`src/rtl/btn_if.sv`:
```
// btn_if: groups the raw button pins and the conditioned outputs of one button bank.
//   btn_raw     raw asynchronous button pins, active-high
//   btn_level   debounced level
//   btn_press   1-cycle pulse on debounced 0->1
//   btn_release 1-cycle pulse on debounced 1->0
//   btn_repeat  1-cycle auto-repeat pulse while held
//   master: pin/consumer side, slave: conditioner side
interface btn_if #(
    parameter int N_BTN = 2
);
    logic [N_BTN-1:0] btn_raw;
    logic [N_BTN-1:0] btn_level;
    logic [N_BTN-1:0] btn_press;
    logic [N_BTN-1:0] btn_release;
    logic [N_BTN-1:0] btn_repeat;
    modport master (output btn_raw, input btn_level, btn_press, btn_release, btn_repeat);
    modport slave (input btn_raw, output btn_level, btn_press, btn_release, btn_repeat);
endinterface

```
`src/rtl/btn_conditioner.sv`:
```
// btn_conditioner: per-channel synchroniser, debouncer, press/release pulses and optional auto-repeat.
//   clk   system clock
//   rst_n asynchronous active-low reset
//   bus   btn_if.slave: btn_raw in; btn_level, btn_press, btn_release, btn_repeat out
//   Define BTN_AUTOREPEAT_EN to build the hold-to-repeat logic; otherwise btn_repeat is 0.
module btn_conditioner #(
    parameter int N_BTN           = 2,
    parameter int SYNC_STAGES     = 2,
    parameter int DEBOUNCE_CYCLES = 650000,
    parameter int REPEAT_DELAY    = 26000000,
    parameter int REPEAT_PERIOD   = 6500000
) (
    input logic clk,
    input logic rst_n,
    btn_if.slave bus
);
    localparam int DW = $clog2(DEBOUNCE_CYCLES + 1);

    if (SYNC_STAGES < 2 || DEBOUNCE_CYCLES < 1) begin : g_bad_cfg
        $error("btn_conditioner: SYNC_STAGES must be >= 2 and DEBOUNCE_CYCLES >= 1");
    end

    logic [SYNC_STAGES-1:0][N_BTN-1:0] sync_q;
    logic [N_BTN-1:0] sync, mis, hit, level_q, press_q, rel_q;
    logic [DW-1:0] dcnt_q [N_BTN];

    assign sync = sync_q[SYNC_STAGES-1];
    assign mis  = sync ^ level_q;

    // hit: the mismatch has now persisted for DEBOUNCE_CYCLES consecutive cycles
    always_comb begin
        hit = '0;
        for (int k = 0; k < N_BTN; k++)
            hit[k] = mis[k] && dcnt_q[k] == DW'(DEBOUNCE_CYCLES - 1);
    end

    always_ff @(posedge clk or negedge rst_n) begin
        if (!rst_n) begin
            sync_q  <= '0;
            level_q <= '0;
            press_q <= '0;
            rel_q   <= '0;
            for (int k = 0; k < N_BTN; k++)
                dcnt_q[k] <= '0;
        end else begin
            sync_q  <= {sync_q[SYNC_STAGES-2:0], bus.btn_raw};
            level_q <= level_q ^ hit;
            press_q <= hit & ~level_q;
            rel_q   <= hit & level_q;
            for (int k = 0; k < N_BTN; k++)
                dcnt_q[k] <= (mis[k] && !hit[k]) ? dcnt_q[k] + 1'b1 : '0;
        end
    end

    assign bus.btn_level   = level_q;
    assign bus.btn_press   = press_q;
    assign bus.btn_release = rel_q;

`ifdef BTN_AUTOREPEAT_EN
    localparam int RMAX = (REPEAT_DELAY > REPEAT_PERIOD) ? REPEAT_DELAY : REPEAT_PERIOD;
    localparam int RW   = $clog2(RMAX + 1);

    if (REPEAT_DELAY < 1 || REPEAT_PERIOD < 1) begin : g_bad_rep
        $error("btn_conditioner: REPEAT_DELAY and REPEAT_PERIOD must be >= 1");
    end

    typedef enum logic [1:0] {IDLE, DELAY, REPEAT} rep_state_e;

    rep_state_e st_q [N_BTN];
    rep_state_e st_d [N_BTN];
    logic [RW-1:0] rc_q [N_BTN];
    logic [RW-1:0] rc_d [N_BTN];
    logic [N_BTN-1:0] rise, fall, rep_q, rep_d;

    // rise/fall are the same events that register btn_press/btn_release,
    // so the FSM enters DELAY in step with the press pulse
    assign rise = hit & ~level_q;
    assign fall = hit & level_q;

    always_comb begin
        rep_d = '0;
        for (int k = 0; k < N_BTN; k++) begin
            st_d[k] = st_q[k];
            rc_d[k] = rc_q[k];
            if (fall[k]) begin
                st_d[k] = IDLE;
                rc_d[k] = '0;
            end else begin
                case (st_q[k])
                    IDLE: begin
                        if (rise[k]) begin
                            st_d[k] = DELAY;
                            rc_d[k] = '0;
                        end
                    end
                    DELAY: begin
                        if (rc_q[k] == RW'(REPEAT_DELAY - 1)) begin
                            rep_d[k] = 1'b1;
                            st_d[k]  = REPEAT;
                            rc_d[k]  = '0;
                        end else begin
                            rc_d[k] = rc_q[k] + 1'b1;
                        end
                    end
                    REPEAT: begin
                        if (rc_q[k] == RW'(REPEAT_PERIOD - 1)) begin
                            rep_d[k] = 1'b1;
                            rc_d[k]  = '0;
                        end else begin
                            rc_d[k] = rc_q[k] + 1'b1;
                        end
                    end
                    default: begin
                        st_d[k] = IDLE;
                        rc_d[k] = '0;
                    end
                endcase
            end
        end
    end

    always_ff @(posedge clk or negedge rst_n) begin
        if (!rst_n) begin
            rep_q <= '0;
            for (int k = 0; k < N_BTN; k++) begin
                st_q[k] <= IDLE;
                rc_q[k] <= '0;
            end
        end else begin
            rep_q <= rep_d;
            for (int k = 0; k < N_BTN; k++) begin
                st_q[k] <= st_d[k];
                rc_q[k] <= rc_d[k];
            end
        end
    end

    assign bus.btn_repeat = rep_q;
`else
    // repeat timing is unused in this build; still reject nonsense values
    if (REPEAT_DELAY < 0 || REPEAT_PERIOD < 0) begin : g_bad_rep
        $error("btn_conditioner: REPEAT_DELAY and REPEAT_PERIOD must be non-negative");
    end

    assign bus.btn_repeat = '0;
`endif
endmodule

```
`src/flat_wrapper.sv`:
```
// flat-port wrapper written by rule: the top's interface ports become plain ports
module btn_conditioner_flat 
#(
    parameter int N_BTN           = 2,
    parameter int SYNC_STAGES     = 2,
    parameter int DEBOUNCE_CYCLES = 650000,
    parameter int REPEAT_DELAY    = 26000000,
    parameter int REPEAT_PERIOD   = 6500000
)
  (clk, rst_n, bus_btn_raw, bus_btn_level, bus_btn_press, bus_btn_release, bus_btn_repeat);
  btn_if #(.N_BTN(N_BTN)) bus_i ();
  input logic clk;
  input logic rst_n;
  input wire logic [$bits(bus_i.btn_raw)-1:0] bus_btn_raw;
  output wire logic [$bits(bus_i.btn_level)-1:0] bus_btn_level;
  output wire logic [$bits(bus_i.btn_press)-1:0] bus_btn_press;
  output wire logic [$bits(bus_i.btn_release)-1:0] bus_btn_release;
  output wire logic [$bits(bus_i.btn_repeat)-1:0] bus_btn_repeat;
  assign bus_i.btn_raw = bus_btn_raw;
  assign bus_btn_level = bus_i.btn_level;
  assign bus_btn_press = bus_i.btn_press;
  assign bus_btn_release = bus_i.btn_release;
  assign bus_btn_repeat = bus_i.btn_repeat;
  btn_conditioner #(.N_BTN(N_BTN), .SYNC_STAGES(SYNC_STAGES), .DEBOUNCE_CYCLES(DEBOUNCE_CYCLES), .REPEAT_DELAY(REPEAT_DELAY), .REPEAT_PERIOD(REPEAT_PERIOD)) u_core (.clk(clk), .rst_n(rst_n), .bus(bus_i));
endmodule
```
`config.mk`:
```
export PLATFORM = sky130hd
export DESIGN_NAME = btn_conditioner_flat
export DESIGN_NICKNAME = d
export VERILOG_FILES = /design/src/rtl/btn_if.sv /design/src/rtl/btn_conditioner.sv /design/src/flat_wrapper.sv
export SDC_FILE = /design/constraint.sdc
export NUM_CORES = 1
export LEC_CHECK = 0
export ABC_AREA = 1
export CAP_MARGIN = 20
export CORE_MARGIN = 2
export CORE_UTILIZATION = 45
export CTS_CLUSTER_SIZE = 24
export DETAILED_ROUTE_END_ITERATION = 10
export PLACE_DENSITY_LB_ADDON = 0.25
export SETUP_SLACK_MARGIN = 0.2
export SKIP_CTS_REPAIR_TIMING = 1
export SYNTH_ARGS = -nofsm -noshare
export SYNTH_HDL_FRONTEND = slang
export SYNTH_SLANG_ARGS = --single-unit
```
`constraint.sdc`:
```
create_clock -name clk -period 1.7 [get_ports clk]
set_clock_uncertainty 0.15 [all_clocks]
set_input_delay 0.425 -clock clk [delete_from_list [all_inputs] [get_ports clk]]
set_output_delay 0.425 -clock clk [all_outputs]
set_load 0.05 [all_outputs]
```
# Yosys cells after proc, flatten, opt, wreduce, memory -nomap -nowiden
# Cells that the tools add are included.
# W data, S select, Z words.
totals:
  register_bits: 50
  input_bits: 4
  out_inout_bits: 8
classes:
  muxes: 2
  addsub: 2
  bitwise_logic: 5
  n_eq_ne: 2
  n_reduce_logical: 6
op_table:
  columns: ["cell", "count"]
  rows:
  - ["$add A20 B1 Y20 const B", 2]
  - ["$eq A20 B20 Y1 const B", 2]
  - ["$mux W20", 2]
  - ["$and A2 B2 Y2", 2]
  - ["$logic_and A1 B1 Y1", 4]
  - ["$xor A2 B2 Y2", 2]
  - ["$logic_not A1 Y1", 2]
  - ["$not A2 Y2", 1]

# Longest topological paths before layout
depth:
  depth_word: 5
  ltp_mapped: 9

# Worst setup path before layout
# No wires, ideal clock.
synth_path:
  kind: "flip-flop to flip-flop"
  startpoint: "register with a tool-made name"
  endpoint: "register u_core.dcnt_q[36] in the netlist's numbering"
  t_arrival_ns: 1.337
  path_stages_with_launch: 5
  path_slack_ns: 0.142
  n_path_buf: 1
  synth_period_minus_slack_ns: 1.558
  setup_time_ns: 0.071
  required_ns: 1.479
  cell_sequence: "dfrtp_1 xor2_1 nand2_4 buf_6 nor2_1"
synth_lines:
  columns: ["item", "line", "text"]
  rows:
  - ["to (signal, indexed assignment)", "btn_conditioner.sv:51", "dcnt_q[k] <= (mis[k] && !hit[k]) ? dcnt_q[k] + 1'b1 : '0;"]
  - ["to (decl)", "btn_conditioner.sv:25", "logic [DW-1:0] dcnt_q [N_BTN];"]

# Worst setup path in the final report
layout_path:
  startpoint: "register u_core.dcnt_q[20] in the netlist's numbering"
  endpoint: "register u_core.dcnt_q[32] in the netlist's numbering"
layout_between:
  elab_chain_len: 5
  word_cells_on_any_way: 6
layout_rtl:
  columns: ["item", "line"]
  rows:
  - ["branches (longest 4 deep; another with $add A20 B1 Y20)", null]
  - ["$mux W20 (*)", "btn_conditioner.sv:51"]
# Every way passes the cells marked *.

==> summary.md <==
| Metric | Value |
|---|---|
| Outcome | finished clean |
| Slew Viols, Final | 0 |
| Total number of vias | 2348 |
| Multi-input gate area | 1589 sq um |
| # rows | 27 |
| CP Class | flop to flop |
| RSZ-0062 raised after global routing | true |
| Syn avg cell area | 7.670 sq um |
| TritonCTS clock tree | yes |
| Max Freq | 625.7 MHz |
| Worst Setup Start Kind | flop |
| CP Capture Type | flop |
| Port bufs | 9 |
| Final-report hold violation count | 0 |
| Critical Path RT | 1.75 ns |
| Synth warn | 0 |
| Vias per cell | 5.093 |
| Starting density of the core | 46.93% |
| Synth Instances | 339 |
| Synth Cell Area | 2600 sq um |
| Crit path cell chain | ha_4 -> nand2_4 -> nor2_4 -> nand3_4 -> nand2_4 -> nor2_1 |
| Setup TNS | 0 ns |
| Power per cell area | 622.0 nW/um^2 |
| Most frequent CP cell | nand2_4 |
| Nets | 394 |
| Minimum clock period | 1.598 ns |
| Distinct cells, synth | 23 |
| DRC viols | 0 |
| CP max stage cell | dfrtp_1 |
| Family with the most delay on the worst path | simple AND/OR/NAND/NOR gates |
| Clock buffer depth | 2 |
| DR pass1 iterations | 4 |
| Clk_lat worst skew | 0.31 ns |
| Final ANT Viol Nets | 0 |
| Critical path buffers and inverters | 0 |
| Largest net degree at the start of global routing | 51 |
| DIE AREA | 6402 sq um |
| Setup-failing EPs final | 0 |
| Hold/Removal Path Class | flop to flop |
| Total global-route track usage | 18.08% |
| Final period utilization | 94.02% |
| Average wire per standard cell | 13.56 um |
| Core area | 5540 sq um |
| Crit path depth | 6 |
| Register area share after synthesis | 48.12% |
| # IOs | 12 |
| Post-Route WL | 6253 um |
| Initial antenna violation count | 0 |
| H-Tree Depth | 2 |
| Vias in the first global route | 2010 |
| Crit Path Max Fanout | 8 |
| Worst-case vdd ir drop | 520.7 uV |
| Hpwl dp | 3657 um |
| Yosys reg bits | 50 |
| Sequential cell area | 1260 sq um |
| Die span in y | 80.01 um |
| Ant diodes | 0 |
| Share of cells above drive strength 1 | 30.59% |
| Clk sinks | 50 |
| Post-layout util | 65.24% |
| PnR Total Power | 2.248 mW |
| Die W | 80.01 um |
| Clk root buf | clkbuf_8 |
| Worst r2r path cells | 6 |
| WP data arrival | 1.65 ns |
| Routability cong. | 0.8711 |
| Critical path's largest stage delay | 0.42 ns |
| Synth-to-Final Area Change | 39.03% |
| Worst hold stages | 0 |
| Maxcap violations | 0 |
| GR Overflow Total | 0 |
| Fillcell total | 435 |
| Drt initial violations | 169 |
| First-pass GRT wire length | 8997 um |
| Clock-pin transition on the worst setup and hold timing paths | 0.10 ns |
| Num CTS Buffers | 5 |
| Leakage | 1.532 nW |
==> path summary, 6_finish.rpt <==
check                                         end  slack (ns)               from
worst max register to register  u_core.dcnt_q[32]        0.10  u_core.dcnt_q[20]
worst min register to register     u_core.sync[0]        0.21   u_core.sync_q[0]
max in group asynchronous       u_core.dcnt_q[33]        0.68              rst_n
min in group asynchronous       u_core.dcnt_q[15]        0.46              rst_n
worst max-delay path            u_core.dcnt_q[32]        0.10  u_core.dcnt_q[20]
worst min-delay path               u_core.sync[0]        0.21   u_core.sync_q[0]
==> synthesized netlist by cell type (all sizes together) <==
cell type  number  area (sq um)
xnor2           9         78.83
conb            1         3.750
dfrtp          50          1251
buf             4         37.53
o21ai           1         5.000
nand3          25         135.1
ha              2         25.02
inv            35         131.4
nand2          84         335.3
xor2           14         122.6
nand3b          1         7.510
nor2           96         372.8
and2            1         6.260
nor3            7         35.03
nand4           6         37.54
a21oi           3         15.01
==> cells by family after synthesis <==
family / synth area share (%)
flip-flops: 48.12
AND/OR/NAND/NOR: 35.76
adder cells (fa/ha/maj): 0.9623
other: 0.1442
buffers and inverters: 6.497
XOR/XNOR: 7.748
AO/OA/AOI/OAI: 0.7696
==> state kept, by name (all words and copies together), names as in the netlist, named ones only <==
register and cells:
u_core.bus.btn_press 2, u_core.bus.btn_release 2, u_core.dcnt_q 40, u_core.sync 2, u_core.sync_q 2
==> worst reg2reg max path: stages, from the launching register on <==
cell,delay (ns)
dfrtp_1,0.42
ha_4,0.17
nand2_4,0.06
nor2_4,0.21
nand3_4,0.24
nand2_4,0.18
nor2_1,0.06
==> per-stage QoR <==
| step | hold WS (ns) | worst slack, ns | std cells | area, sq um |
|---|---|---|---|---|
| 2_1_floorplan | -0.02059 | 0.2016 | 340 | 2621 |
| 3_3_place_gp | 0.1833 | 0.08190 | 427 | 2907 |
| 3_5_place_dp | 0.1847 | 0.06702 | 427 | 2907 |
| 4_1_cts | -0.04886 | 0.05178 | 435 | 3023 |
| 5_1_grt | 0.2277 | 0.04678 | 461 | 3615 |
| 6_report | 0.2103 | 0.1017 | 461 | 3615 |
==> layer usage <==
layer,GRT usage (%),up-vias,part of all wire [%]
met5,0,-,0
met2,27.25,68,48
met3,3.507,14,5.1
met1,25.99,1124,45
met4,6.271,0,1.9
li1,-,1142,-
==> layout make-up <==
class / instances / area share (%)
clock buffers: 5 / 1.904
well taps: 72 / 2.492
inverters: 35 / 3.634
flip-flops and latches: 50 / 34.86
clock inverters: 3 / 1.315
repair buffers: 41 / 11.84
multi-input cells: 255 / 43.96
==> placed cells by master, fill, tap and decap left out, drive strengths merged <==
master	n
nand3	25
xor2	14
buf	38
nand3b	1
inv	37
xnor2	9
bufinv	1
conb	2
a21oi	3
nand4	6
o21ai	1
and2	1
clkdlybuf4s50	2
ha	2
dfrtp	50
nand2	88
nor3	7
nor2	96
clkbuf	5
dlygate4sd3	1
==> power breakdown <==
| group | total [mW] | internal, mW | switching, mW | leakage, nW |
|---|---|---|---|---|
| clock | 0.880 | 0.449 | 0.431 | 0.0591 |
| combinational | 0.141 | 0.0533 | 0.0872 | 0.800 |
| sequential | 1.23 | 1.20 | 0.0234 | 0.673 |
(Power assumes the default switching activity.)
